==> src/rtl/level_mode_ctrl.sv <==
// level_mode_ctrl
// Mode controller and sample scheduler for the level finder.
//   - Synchronizes and debounces the manual/automatic toggle switch and
//     drives the mode LED.
//   - Issues sample requests to the accelerometer reader: periodically in
//     automatic mode, one per manual_step pulse in manual mode.
//   - Pulses display_load once the reader acknowledges a captured sample.
//   - Flags a sticky timeout error when a request goes unacknowledged.
//
// Ports:
//   clk           in   system clock, all logic on posedge
//   reset         in   asynchronous, active-high reset
//   toggle_in     in   raw switch (async to clk); 1 = manual, 0 = automatic
//   manual_step   in   one-cycle debounced pulse; one sample in manual mode
//   sample_ack    in   one-cycle pulse when the requested sample is captured
//   sample_req    out  level request to the reader
//   display_load  out  one-cycle pulse loading the new reading
//   manual_mode   out  debounced mode; 1 = manual
//   LED1          out  registered copy of manual_mode
//   timeout_err   out  sticky: a request expired without an ack
module level_mode_ctrl #(
    parameter int unsigned DEBOUNCE_CYCLES = 50000,
    parameter int unsigned SAMPLE_PERIOD   = 5000000,
    parameter int unsigned TIMEOUT_CYCLES  = 1000
) (
    input  logic clk,
    input  logic reset,
    input  logic toggle_in,
    input  logic manual_step,
    input  logic sample_ack,
    output logic sample_req,
    output logic display_load,
    output logic manual_mode,
    output logic LED1,
    output logic timeout_err
);

    localparam int unsigned DB_W  = (DEBOUNCE_CYCLES > 1) ? $clog2(DEBOUNCE_CYCLES) : 1;
    localparam int unsigned PER_W = (SAMPLE_PERIOD   > 1) ? $clog2(SAMPLE_PERIOD)   : 1;
    localparam int unsigned TO_W  = (TIMEOUT_CYCLES  > 1) ? $clog2(TIMEOUT_CYCLES)  : 1;

    localparam logic [DB_W-1:0]  DB_LAST  = DB_W'(DEBOUNCE_CYCLES - 1);
    localparam logic [PER_W-1:0] PER_LAST = PER_W'(SAMPLE_PERIOD - 1);
    localparam logic [TO_W-1:0]  TO_LAST  = TO_W'(TIMEOUT_CYCLES - 1);

    typedef enum logic [1:0] {
        ST_WAIT = 2'd0,
        ST_REQ  = 2'd1,
        ST_LOAD = 2'd2
    } state_t;

    logic             sync_meta;
    logic             sync;
    logic             stable;
    logic [DB_W-1:0]  db_cnt;
    logic             mode_flip_c;

    state_t           state;
    state_t           state_d;
    logic [PER_W-1:0] per_cnt;
    logic [PER_W-1:0] per_cnt_d;
    logic [TO_W-1:0]  to_cnt;
    logic [TO_W-1:0]  to_cnt_d;
    logic             timeout_err_d;

    // Two-flop synchronizer for the raw switch
    always_ff @(posedge clk or posedge reset) begin
        if (reset) begin
            sync_meta <= 1'b0;
            sync      <= 1'b0;
        end else begin
            sync_meta <= toggle_in;
            sync      <= sync_meta;
        end
    end

    // The stable mode flips on this cycle's edge
    assign mode_flip_c = (sync != stable) && (db_cnt == DB_LAST);

    // Debounce: any return to the stable value restarts the window
    always_ff @(posedge clk or posedge reset) begin
        if (reset) begin
            stable <= 1'b0;
            db_cnt <= '0;
        end else if (sync == stable) begin
            db_cnt <= '0;
        end else if (db_cnt == DB_LAST) begin
            stable <= sync;
            db_cnt <= '0;
        end else begin
            db_cnt <= db_cnt + DB_W'(1);
        end
    end

    // Mode outputs; LED1 trails manual_mode by one cycle
    always_ff @(posedge clk or posedge reset) begin
        if (reset) begin
            manual_mode <= 1'b0;
            LED1        <= 1'b0;
        end else begin
            manual_mode <= mode_flip_c ? sync : stable;
            LED1        <= manual_mode;
        end
    end

    // Scheduler next-state logic
    always_comb begin
        state_d       = state;
        per_cnt_d     = per_cnt;
        to_cnt_d      = '0;
        timeout_err_d = timeout_err;

        case (state)
            ST_WAIT: begin
                if (mode_flip_c) begin
                    // A mode change restarts scheduling from a clean WAIT
                    per_cnt_d = '0;
                end else if (stable) begin
                    per_cnt_d = '0;
                    if (manual_step) begin
                        state_d = ST_REQ;
                    end
                end else if (per_cnt == PER_LAST) begin
                    per_cnt_d = '0;
                    state_d   = ST_REQ;
                end else begin
                    per_cnt_d = per_cnt + PER_W'(1);
                end
            end
            ST_REQ: begin
                if (sample_ack) begin
                    // Ack beats a coincident timeout
                    state_d = ST_LOAD;
                end else if (to_cnt == TO_LAST) begin
                    state_d = ST_WAIT;
                end else begin
                    to_cnt_d = to_cnt + TO_W'(1);
                end
            end
            ST_LOAD: begin
                state_d = ST_WAIT;
            end
            default: begin
                state_d = ST_WAIT;
            end
        endcase

        if (mode_flip_c) begin
            per_cnt_d     = '0;
            timeout_err_d = 1'b0;
        end

        // A fresh expiry still reports even if the mode flips on that edge
        if ((state == ST_REQ) && !sample_ack && (to_cnt == TO_LAST)) begin
            timeout_err_d = 1'b1;
        end
    end

    // Scheduler state and state-decoded registered outputs
    always_ff @(posedge clk or posedge reset) begin
        if (reset) begin
            state        <= ST_WAIT;
            per_cnt      <= '0;
            to_cnt       <= '0;
            timeout_err  <= 1'b0;
            sample_req   <= 1'b0;
            display_load <= 1'b0;
        end else begin
            state        <= state_d;
            per_cnt      <= per_cnt_d;
            to_cnt       <= to_cnt_d;
            timeout_err  <= timeout_err_d;
            sample_req   <= (state_d == ST_REQ);
            display_load <= (state_d == ST_LOAD);
        end
    end

endmodule

==> config.mk <==
export PLATFORM = sky130hd
export DESIGN_NAME = level_mode_ctrl
export DESIGN_NICKNAME = d
export VERILOG_FILES = /design/src/rtl/level_mode_ctrl.sv
export SDC_FILE = /design/constraint.sdc
export NUM_CORES = 1
export LEC_CHECK = 0
export CAP_MARGIN = 10
export CORE_MARGIN = 3
export CORE_UTILIZATION = 34
export DETAILED_ROUTE_END_ITERATION = 6
export PLACE_DENSITY = 0.59
export SYNTH_ARGS = -nofsm -noshare
export SYNTH_HDL_FRONTEND = slang
export SYNTH_SLANG_ARGS = --single-unit
==> constraint.sdc <==
create_clock -name clk -period 2.9 [get_ports clk]
set_input_delay 0.435 -clock clk [delete_from_list [all_inputs] [get_ports clk]]
set_output_delay 0.435 -clock clk [all_outputs]
set_load 0.1 [all_outputs]
==> results of run 1 <==
## placed cells by master (no fill, tap or decap), types with 5 or more instances in the layout
cell type | netlist | layout
and3_1 | 6 | 6
nand4_1 | 12 | 12
or4_1 | 5 | 5
a31oi_1 | 12 | 12
dfrtp_1 | 59 | 59
xnor2_1 | 14 | 14
or3_1 | 6 | 6
clkbuf_8 | 0 | 10
nand3_1 | 23 | 23
buf_4 | 0 | 8
o31ai_1 | 5 | 5
inv_1 | 14 | 13
xor2_1 | 7 | 7
a22o_1 | 5 | 5
o21ai_0 | 14 | 14
a21oi_1 | 10 | 10
nand2_1 | 25 | 25
nor2_1 | 31 | 31
## state kept, by name, indices dropped and copies added (netlist names)
name	count
sync	1
per_cnt	23
sync_meta	1
display_load	1
stable	1
manual_mode	1
state	2
LED1	1
timeout_err	1
db_cnt	16
to_cnt	10
sample_req	1
## through the flow
stage / hold slack (ps) / total power [mW] / cells / area, µm²
CTS: 361 / 1.88 / 430 / 3370
global placement: 334 / 1.12 / 414 / 3180
detailed placement: 347 / 1.12 / 414 / 3180
finish: 360 / 1.86 / 430 / 3370
floorplan: 331 / 1.08 / 305 / 2960
global route: 378 / 1.95 / 430 / 3370
## how the worst max path moves through the flow
stage,slack [ps],end,cells past startpoint,from
after floorplan,810,per_cnt[13]$_DFFE_PP0P_,5,db_cnt[5]$_DFF_PP0_
after global placement,450,per_cnt[8]$_DFFE_PP0P_,7,per_cnt[0]$_DFFE_PP0P_
after detailed placement,390,per_cnt[17]$_DFFE_PP0P_,7,per_cnt[0]$_DFFE_PP0P_
after CTS,370,per_cnt[8]$_DFFE_PP0P_,7,per_cnt[0]$_DFFE_PP0P_
after global routing,120,per_cnt[8]$_DFFE_PP0P_,7,per_cnt[0]$_DFFE_PP0P_
final,380,per_cnt[17]$_DFFE_PP0P_,7,per_cnt[0]$_DFFE_PP0P_
## where the power goes
part           internal [mW]  switching [mW]
combinational         0.0770          0.0707
clock                  0.419           0.330
sequential             0.874          0.0856
## worst max-delay path: cells and delay by family (launching register included)
family,cells,cell delay (ps)
and+or+nand+nor,2,820
AOI/OAI and AO/OA,3,610
buffers and inverters,1,290
DFF,1,420
adders and majority gates,1,240
## area by class of cell
type	instances	area (µm²)	area share [%]
sequential	59	1480	43.8
tap	105	131	3.90
multi-input combinational	223	1400	41.4
clock buffer	12	145	4.31
timing repair buffer	13	120	3.56
inverter	14	52.6	1.56
clock inverter	4	50.0	1.48
## layer usage
metal / GRT usage (%) / vias to the layer above
li1: - / 1143
met1: 19.1 / 1176
met2: 20.0 / 32
met3: 2.38 / 6
met4: 7.14 / 0
met5: 0 / -
## cells by family (layout without fill, tap and decap cells)
logic type | count (synthesis) | count (layout) | synth area share (%)
flip-flops | 59 | 59 | 50.0
AND/OR/NAND/NOR | 138 | 138 | 26.1
adder cells (fa/ha/maj) | 3 | 3 | 1.27
buffers and inverters | 23 | 43 | 3.01
XOR/XNOR | 21 | 21 | 6.22
AO/OA/AOI/OAI | 61 | 61 | 13.5
==> results by group, run 1 <==
Hold path
  – Count of cells along the worst hold path: 0
  – Hold Path Sink: sync$_DFF_PP0_
  – Beginning of the worst hold path: sync_meta$_DFF_PP0_
  – Worst Hold Class: reg2reg

Synthesis
  – Leading cell types by total area after synthesis: dfrtp_1 50%, xnor2_1 4.1%, nor2_1 3.9%
  – Post-Synthesis Net Count: 313
  – Number of warnings printed during yosys synthesis: 0
  – Number of flip-flops and latches in the synthesized netlist: 59
  – Area share of the largest cell type after synthesis: 50.0%
  – Commonest cells in the synthesized netlist: 59 x dfrtp_1, 31 x nor2_1, 25 x nand2_1, 23 x nand3_1
  – Count leader, synth: dfrtp_1
  – Fraction of synthesis flops using an asynchronous set or reset pin: 100%
  – Number of distinct library cells after synthesis: 47
  – Dominant synthesized flop cell: dfrtp_1
  – Number of cells produced by synthesis: 305
  – Most area-hungry cell type in the Yosys netlist: dfrtp_1
  – Post-synth EDFFs: 0
  – Average instance area after synthesis: 9.69 µm²
  – Total standard cell area after synthesis: 2960 µm²
  – Sequential element share of the synthesized area: 50.0%

Drt
  – Number of design-rule violations left by the first detailed-router iteration: 172
  – Top layer in use: met4
  – Total wire length: 6.23 mm
  – Ratio of routed vias to standard cells: 5.48
  – Routed wl met2: 2.71 mm
  – First-pass DRT Iterations: 4
  – Wire length on met1: 3.22 mm
  – Vias: 2357
  – DRC errors left: 0
  – DR WL/cell: 14.5 µm
  – Metal3 WL: 203 µm
  – Antenna violation net count after detailed routing: 0

Layout
  – Ant. Diodes: 0
  – Final core utilization: 40.4%
  – Final Net Count: 328
  – Share of cells above drive strength 1: 11.1%
  – Layout overhead on the synthesized area: 14.1%
  – Filler cell count in the final layout: 832

Timing
  – Setup WS post-layout: 384 ps
  – Setup repair after global routing missed its margin: false
  – Final cycle utilization of the critical path: 86.7%
  – Final Hold Vio Count: 0
  – Worst-case headroom to the max-slew limit: 45.4%
  – Shortest period the worst path allows: 2520 ps
  – Final slew viol count: 0
  – Setup tns final: 0 ps
  – Clk_skew: 13.4 ps
  – Transition time at the pin with the least slew margin: 818 ps
  – Highest Clock Rate: 0.398 GHz
  – Setup violations, final: 0

Clock tree
  – Max Root-Sink Buffers: 2
  – Total CTS buffers: 9
  – Number of buffers inserted to repair setup after CTS: 0
  – Clock tree sinks: 59
  – Master cell of the clock root buffer: clkbuf_8
  – CTS-repair resized insts: 0
  – Worst-path clk slew: 70 ps
  – Clock insertion delay at the later pin of the skew report: 340 ps
  – CTS Hold Buffers Added: 0
  – CTS tree: yes
  – H-tree depth reported by CTS: 3

Outcome
  – Result of the run: finished, final reports clean

Floorplan
  – Area of the core: 8340 µm²
  – Number of placed I/O pins: 10
  – Effective utilization at floorplan: 35.4%
  – Horizontal extent of the die: 99.2 µm
  – Total Die Area: 9850 µm²
  – Die height: 99.2 µm
  – Cell Rows: 33

Worst setup path
  – Worst-path cell chain: ha_1, nand4_1, nor4b_1, a211oi_2, buf_4, a41oi_1, a31oi_1
  – Largest stage delay on the critical path: 680 ps
  – Slowest stage cell on the critical path: nor4b_1
  – Startpoint of the lowest-slack register-to-register path: per_cnt[0]$_DFFE_PP0P_
  – Crit Path Max Fanout: 15
  – Startpoint-to-endpoint class of the critical path: reg2reg
  – CP startpoint kind: register
  – Required time of the critical path: 3110 ps
  – Length in cells of the worst reg-to-reg path: 7
  – Endpoint of the worst register-to-register path: per_cnt[17]$_DFFE_PP0P_
  – Type of element capturing the critical path: register
  – Arrival time at the worst endpoint: 2730 ps
  – Setup slack of the most critical reg-to-reg path: 380 ps

Power
  – Cell leakage power: 1.40 nW
  – Worst IR drop on VDD: 0.187 mV
  – P per Cell Area: 551 nW/µm²

Global routing
  – Largest net degree at the start of global routing: 60
  – Number of global-route vias before repair: 2275
  – First-pass GRT wire length: 10.9 mm
  – Initial antenna violation count: 0
  – Total global routing track utilization: 13.6%
  – Remaining global-route overflow: 0

Place
  – Post-Place Worst Slack: 391 ps
  – Final HPWL from detailed placement: 4.18 mm
  – Number of buffers added on ports: 9
  – Routability congestion estimate from global placement: 0.809

Job
  – Max_cap viols: 0
Note: power is estimated with default switching activity, not from simulation.
==> run 2: changes to the inputs <==
Settings changed: CORE_UTILIZATION 34 to 41, PLACE_DENSITY 0.59 to 0.67.
==> results by group, run 2 (synthesis gave the netlist of run 1 again) <==
Layout
  – Register containing the most flip-flops in the final layout: per_cnt
  – Filler cell count in the final layout: 659
  – Share of cells above drive strength 1: 12.0%
  – Total area of sequential cells: 1480 µm²
  – Final Instance Area: 3370 µm²
  – Registers with the most flip-flops: per_cnt: 23 flops, db_cnt: 16 flops, to_cnt: 10 flops
  – Number of flip-flops under the largest register name: 23
  – Final Net Count: 329
  – Area of combinational cells with multiple inputs: 1400 µm²
  – Commonest non-fill, non-tap cells in the layout: 59 x dfrtp_1, 31 x nor2_1, 25 x nand2_1, 23 x nand3_1
  – Layout overhead on the synthesized area: 14.1%
  – Non-filler cells, final: 422
  – Most common library cell in the layout ignoring fill and taps: dfrtp_1
  – Ant. Diodes: 0
  – Final core utilization: 48.8%

Drt
  – First-pass DRT Iterations: 4
  – Antenna violation net count after detailed routing: 0
  – Vias: 2345
  – DR WL/cell: 14.3 µm
  – Number of design-rule violations left by the first detailed-router iteration: 159
  – Ratio of routed vias to standard cells: 5.56
  – DRC errors left: 0
  – Total wire length: 6.05 mm

Floorplan
  – Die height: 90.9 µm
  – Horizontal extent of the die: 90.9 µm
  – Effective utilization at floorplan: 42.8%
  – Area of the core: 6910 µm²
  – Number of placed I/O pins: 10
  – Cell Rows: 30
  – Total Die Area: 8260 µm²

Timing
  – Setup WS post-layout: 409 ps
  – Final Hold Vio Count: 0
  – Highest Clock Rate: 0.401 GHz
  – Final slew viol count: 0
  – Final cycle utilization of the critical path: 85.9%
  – Setup tns final: 0 ps
  – Shortest period the worst path allows: 2490 ps
  – Setup violations, final: 0
  – Worst-case headroom to the max-slew limit: 46.9%
  – Clk_skew: 9.45 ps
  – Final Hold Slack: 358 ps
  – Transition time at the pin with the least slew margin: 797 ps
  – Setup repair after global routing missed its margin: false

Worst setup path
  – Required time of the critical path: 3120 ps
  – Type of element capturing the critical path: register
  – Startpoint-to-endpoint class of the critical path: reg2reg
  – Arrival time at the worst endpoint: 2710 ps
  – CP startpoint kind: register
  – Crit Path Max Fanout: 22

Clock tree
  – CTS-repair resized insts: 0
  – Max Root-Sink Buffers: 2
  – Worst-path clk slew: 60 ps
  – CTS Hold Buffers Added: 0
  – Master cell of the clock root buffer: clkbuf_8
  – Clock tree sinks: 59
  – CTS tree: yes
  – H-tree depth reported by CTS: 3
  – Total CTS buffers: 9
  – Clock insertion delay at the later pin of the skew report: 340 ps
  – Number of buffers inserted to repair setup after CTS: 0

Power
  – Final Power: 1.86 mW
  – Worst IR drop on VDD: 0.297 mV
  – P per Cell Area: 550 nW/µm²
  – Cell leakage power: 1.41 nW

Global routing
  – Initial antenna violation count: 0
  – First-pass GRT wire length: 10.5 mm
  – Largest net degree at the start of global routing: 60
  – Remaining global-route overflow: 0
  – Total global routing track utilization: 15.6%
  – Number of global-route vias before repair: 2222

Place
  – Number of buffers added on ports: 9
  – DP Area: 3170 µm²
  – Final HPWL from detailed placement: 4.11 mm
  – Routability congestion estimate from global placement: 0.802
  – Placed insts: 406
  – Post-Place Worst Slack: 420 ps

Job
  – Max_cap viols: 0

Outcome
  – Result of the run: finished, final reports clean

Hold path
  – Worst Hold Class: reg2reg
## run 2: cell count changes in the layout (fill, tap and decap cells not counted), sizes merged
| cell | before | now |
|---|---|---|
| clkbuf | 12 | 9 |
| clkinv | 1 | 4 |
| buf | 9 | 10 |
| clkinvlp | 2 | 1 |
| inv | 14 | 15 |
## run 2: worst paths after layout
kind	start	to	slack, ps	depth (start not counted)
worst min register to register	sync_meta$_DFF_PP0_	sync$_DFF_PP0_	360	0
min in group asynchronous	reset	db_cnt[3]$_DFF_PP0_	480	3
worst min-delay path	sync_meta$_DFF_PP0_	sync$_DFF_PP0_	360	0
worst max-delay path	per_cnt[0]$_DFFE_PP0P_	per_cnt[3]$_DFFE_PP0P_	410	7
max in group asynchronous	reset	per_cnt[5]$_DFFE_PP0P_	2160	3
worst max register to register	per_cnt[0]$_DFFE_PP0P_	per_cnt[3]$_DFFE_PP0P_	410	7
## run 2: layout make-up
type	instances	share of cell area [%]
Clock buffer	9	3.67
Clock inverter	7	2.30
Inverter	14	1.56
Multi-Input combinational cell	223	41.4
Sequential cell	59	43.8
Tap cell	96	3.56
Timing Repair Buffer	14	3.78
## run 2: layer usage
layer	wire, µm	global-route usage, %	share of wire (%)
met1	2950	21.3	49
met2	2770	23.8	46
met3	205	3.25	3.4
met4	117	7.54	1.9
met5	0	0	0
## run 2: where the power goes
group	internal, mW	switching (mW)	leakage, nW
combinational	0.0771	0.0731	0.515
sequential	0.874	0.0820	0.797
clock	0.402	0.348	0.0998
total	1.35	0.503	1.41
## run 2: worst max-delay path, stage by stage, from the launching register on
cell and delay [ps]:
dfrtp_1 410, ha_1 240, nand4_1 140, nor4b_1 680
a211oi_2 170, buf_4 250, and2_1 250, a22o_1 230
==> run 3: changes to the inputs <==
Settings changed: PLACE_DENSITY 0.67 to 0.69.
Clock period 2.9 ns to 2.1 ns, I/O delays scaled along.
==> results by group, run 3 (synthesis gave the netlist of run 1 again) <==
Global routing
  – Largest net degree at the start of global routing: 41
  – Initial antenna violation count: 0
  – First-pass GRT wire length: 11.6 mm
  – Total global routing track utilization: 17.4%
  – Remaining global-route overflow: 0
  – Number of global-route vias before repair: 2448

Job
  – Max_cap viols: 0

Layout
  – Commonest non-fill, non-tap cells in the layout: 59 x dfrtp_1, 53 x buf_4, 31 x nor2_1, 23 x nand3_1, 23 x nand2_1
  – Layout overhead on the synthesized area: 31.8%
  – Registers with the most flip-flops: per_cnt: 23 flops, db_cnt: 16 flops, to_cnt: 10 flops
  – Share of cells above drive strength 1: 27.1%
  – Ant. Diodes: 0
  – Number of flip-flops under the largest register name: 23
  – Final Net Count: 379
  – Total area of sequential cells: 1480 µm²
  – Most common library cell in the layout ignoring fill and taps: dfrtp_1
  – Final Instance Area: 3890 µm²
  – Filler cell count in the final layout: 603
  – Area of combinational cells with multiple inputs: 1470 µm²
  – Register containing the most flip-flops in the final layout: per_cnt

Timing
  – Transition time at the pin with the least slew margin: 682 ps
  – Final Hold Vio Count: 0
  – Shortest period the worst path allows: 2220 ps
  – Setup violations, final: 19
  – Clk_skew: 13.4 ps
  – Final cycle utilization of the critical path: 106%
  – Setup repair after global routing missed its margin: true
  – Setup WS post-layout: -118 ps
  – Setup tns final: -1360 ps
  – Worst-case headroom to the max-slew limit: 54.5%
  – Final slew viol count: 0
  – Highest Clock Rate: 0.451 GHz
  – Final Hold Slack: 286 ps

Worst setup path
  – Type of element capturing the critical path: register
  – Slowest stage cell on the critical path: or4b_4
  – Most numerous cell on the critical path: buf_4
  – Largest stage delay on the critical path: 560 ps
  – Setup slack of the most critical reg-to-reg path: -120 ps
  – Startpoint-to-endpoint class of the critical path: reg2reg
  – Crit path capture: per_cnt[21]$_DFFE_PP0P_
  – Required time of the critical path: 2300 ps
  – Worst-path cell chain: or4b_4, nor4_4, buf_4, a21oi_4, buf_4, o31ai_2, a21oi_2
  – CP startpoint kind: register
  – Endpoint of the worst register-to-register path: per_cnt[21]$_DFFE_PP0P_
  – Length in cells of the worst reg-to-reg path: 7
  – Worst Setup SP: db_cnt[10]$_DFF_PP0_
  – Arrival time at the worst endpoint: 2420 ps
  – Startpoint of the lowest-slack register-to-register path: db_cnt[10]$_DFF_PP0_
  – Crit Path Max Fanout: 11

Clock tree
  – Clock tree sinks: 59
  – Total CTS buffers: 9
  – H-tree depth reported by CTS: 3
  – Worst-path clk slew: 80 ps
  – Clock insertion delay at the later pin of the skew report: 340 ps
  – Max Root-Sink Buffers: 2
  – Master cell of the clock root buffer: clkbuf_8
  – CTS tree: yes
  – CTS Hold Buffers Added: 0

Floorplan
  – Effective utilization at floorplan: 42.8%
  – Cell Rows: 30
  – Area of the core: 6910 µm²
  – Horizontal extent of the die: 90.9 µm
  – Die height: 90.9 µm
  – Total Die Area: 8260 µm²
  – Number of placed I/O pins: 10

Drt
  – Vias: 2588
  – First-pass DRT Iterations: 5
  – Total wire length: 6.92 mm
  – DR WL/cell: 14.7 µm
  – Ratio of routed vias to standard cells: 5.48
  – Number of design-rule violations left by the first detailed-router iteration: 188
  – Antenna violation net count after detailed routing: 0
  – DRC errors left: 0

Outcome
  – Result of the run: complete, but fails checks
  – Failing checks: setup timing

Power
  – Cell leakage power: 1.71 nW
  – Worst IR drop on VDD: 0.311 mV
  – P per Cell Area: 694 nW/µm²
  – Final Power: 2.70 mW

Place
  – Final HPWL from detailed placement: 4.61 mm
  – Number of buffers added on ports: 9
  – Routability congestion estimate from global placement: 0.862
  – Post-Place Worst Slack: -401 ps
  – DP Area: 3520 µm²

Hold path
  – Worst Hold Class: in2async
==> run 3: repair_timing <==
item,CTS,global route
pin swaps,4,8
setup buffers,6,1
gates resized for setup,4,16
gates cloned,0,1
setup endpoints to repair,26,26
==> run 3: layer usage <==
layer / share of wire, % / GRT usage, % / up-vias
li1: - / - / 1249
met5: 0 / 0 / -
met4: 2.2 / 7.29 / 0
met3: 4.4 / 4.25 / 18
met1: 46 / 23.6 / 1252
met2: 48 / 26.6 / 69
==> run 3: worst min-delay path by stage <==
stage	startpoint	end	slack, ps	cells after the start
after CTS	reset	to_cnt[8]$_DFF_PP0_	280	2
after floorplan	sync_meta$_DFF_PP0_	sync$_DFF_PP0_	330	0
final	reset	to_cnt[0]$_DFF_PP0_	290	2
after detailed placement	sync_meta$_DFF_PP0_	sync$_DFF_PP0_	340	0
after global placement	sync_meta$_DFF_PP0_	sync$_DFF_PP0_	330	0
after global routing	reset	to_cnt[8]$_DFF_PP0_	320	2
==> run 3: critical path: cells and delay by family, from the launching register on <==
kind,cells,cell delay [ps]
buf+inv,2,380
flops,1,390
compound gates,3,470
simple gates,2,840
==> run 3: cell type report <==
cell class,count,area share [%]
inverters,14,1.35
flip-flops and latches,59,37.9
multi-input cells,223,37.8
repair buffers,64,14.7
well taps,96,3.08
clock buffers,9,3.18
clock inverters,7,1.93
==> run 3: report_power, final <==
part | internal [mW] | leakage, nW | switching, mW
Clock | 0.553 | 0.0923 | 0.500
Sequential | 1.21 | 0.797 | 0.0478
Combinational | 0.196 | 0.821 | 0.201
Total | 1.96 | 1.71 | 0.748
==> run 3: metrics by stage <==
step | util [%] | cells
after floorplan | - | 305
after global routing | 56.4 | 472
final | 56.4 | 472
after detailed placement | 51.0 | 448
after CTS | 55.0 | 470
after global placement | 51.0 | 448
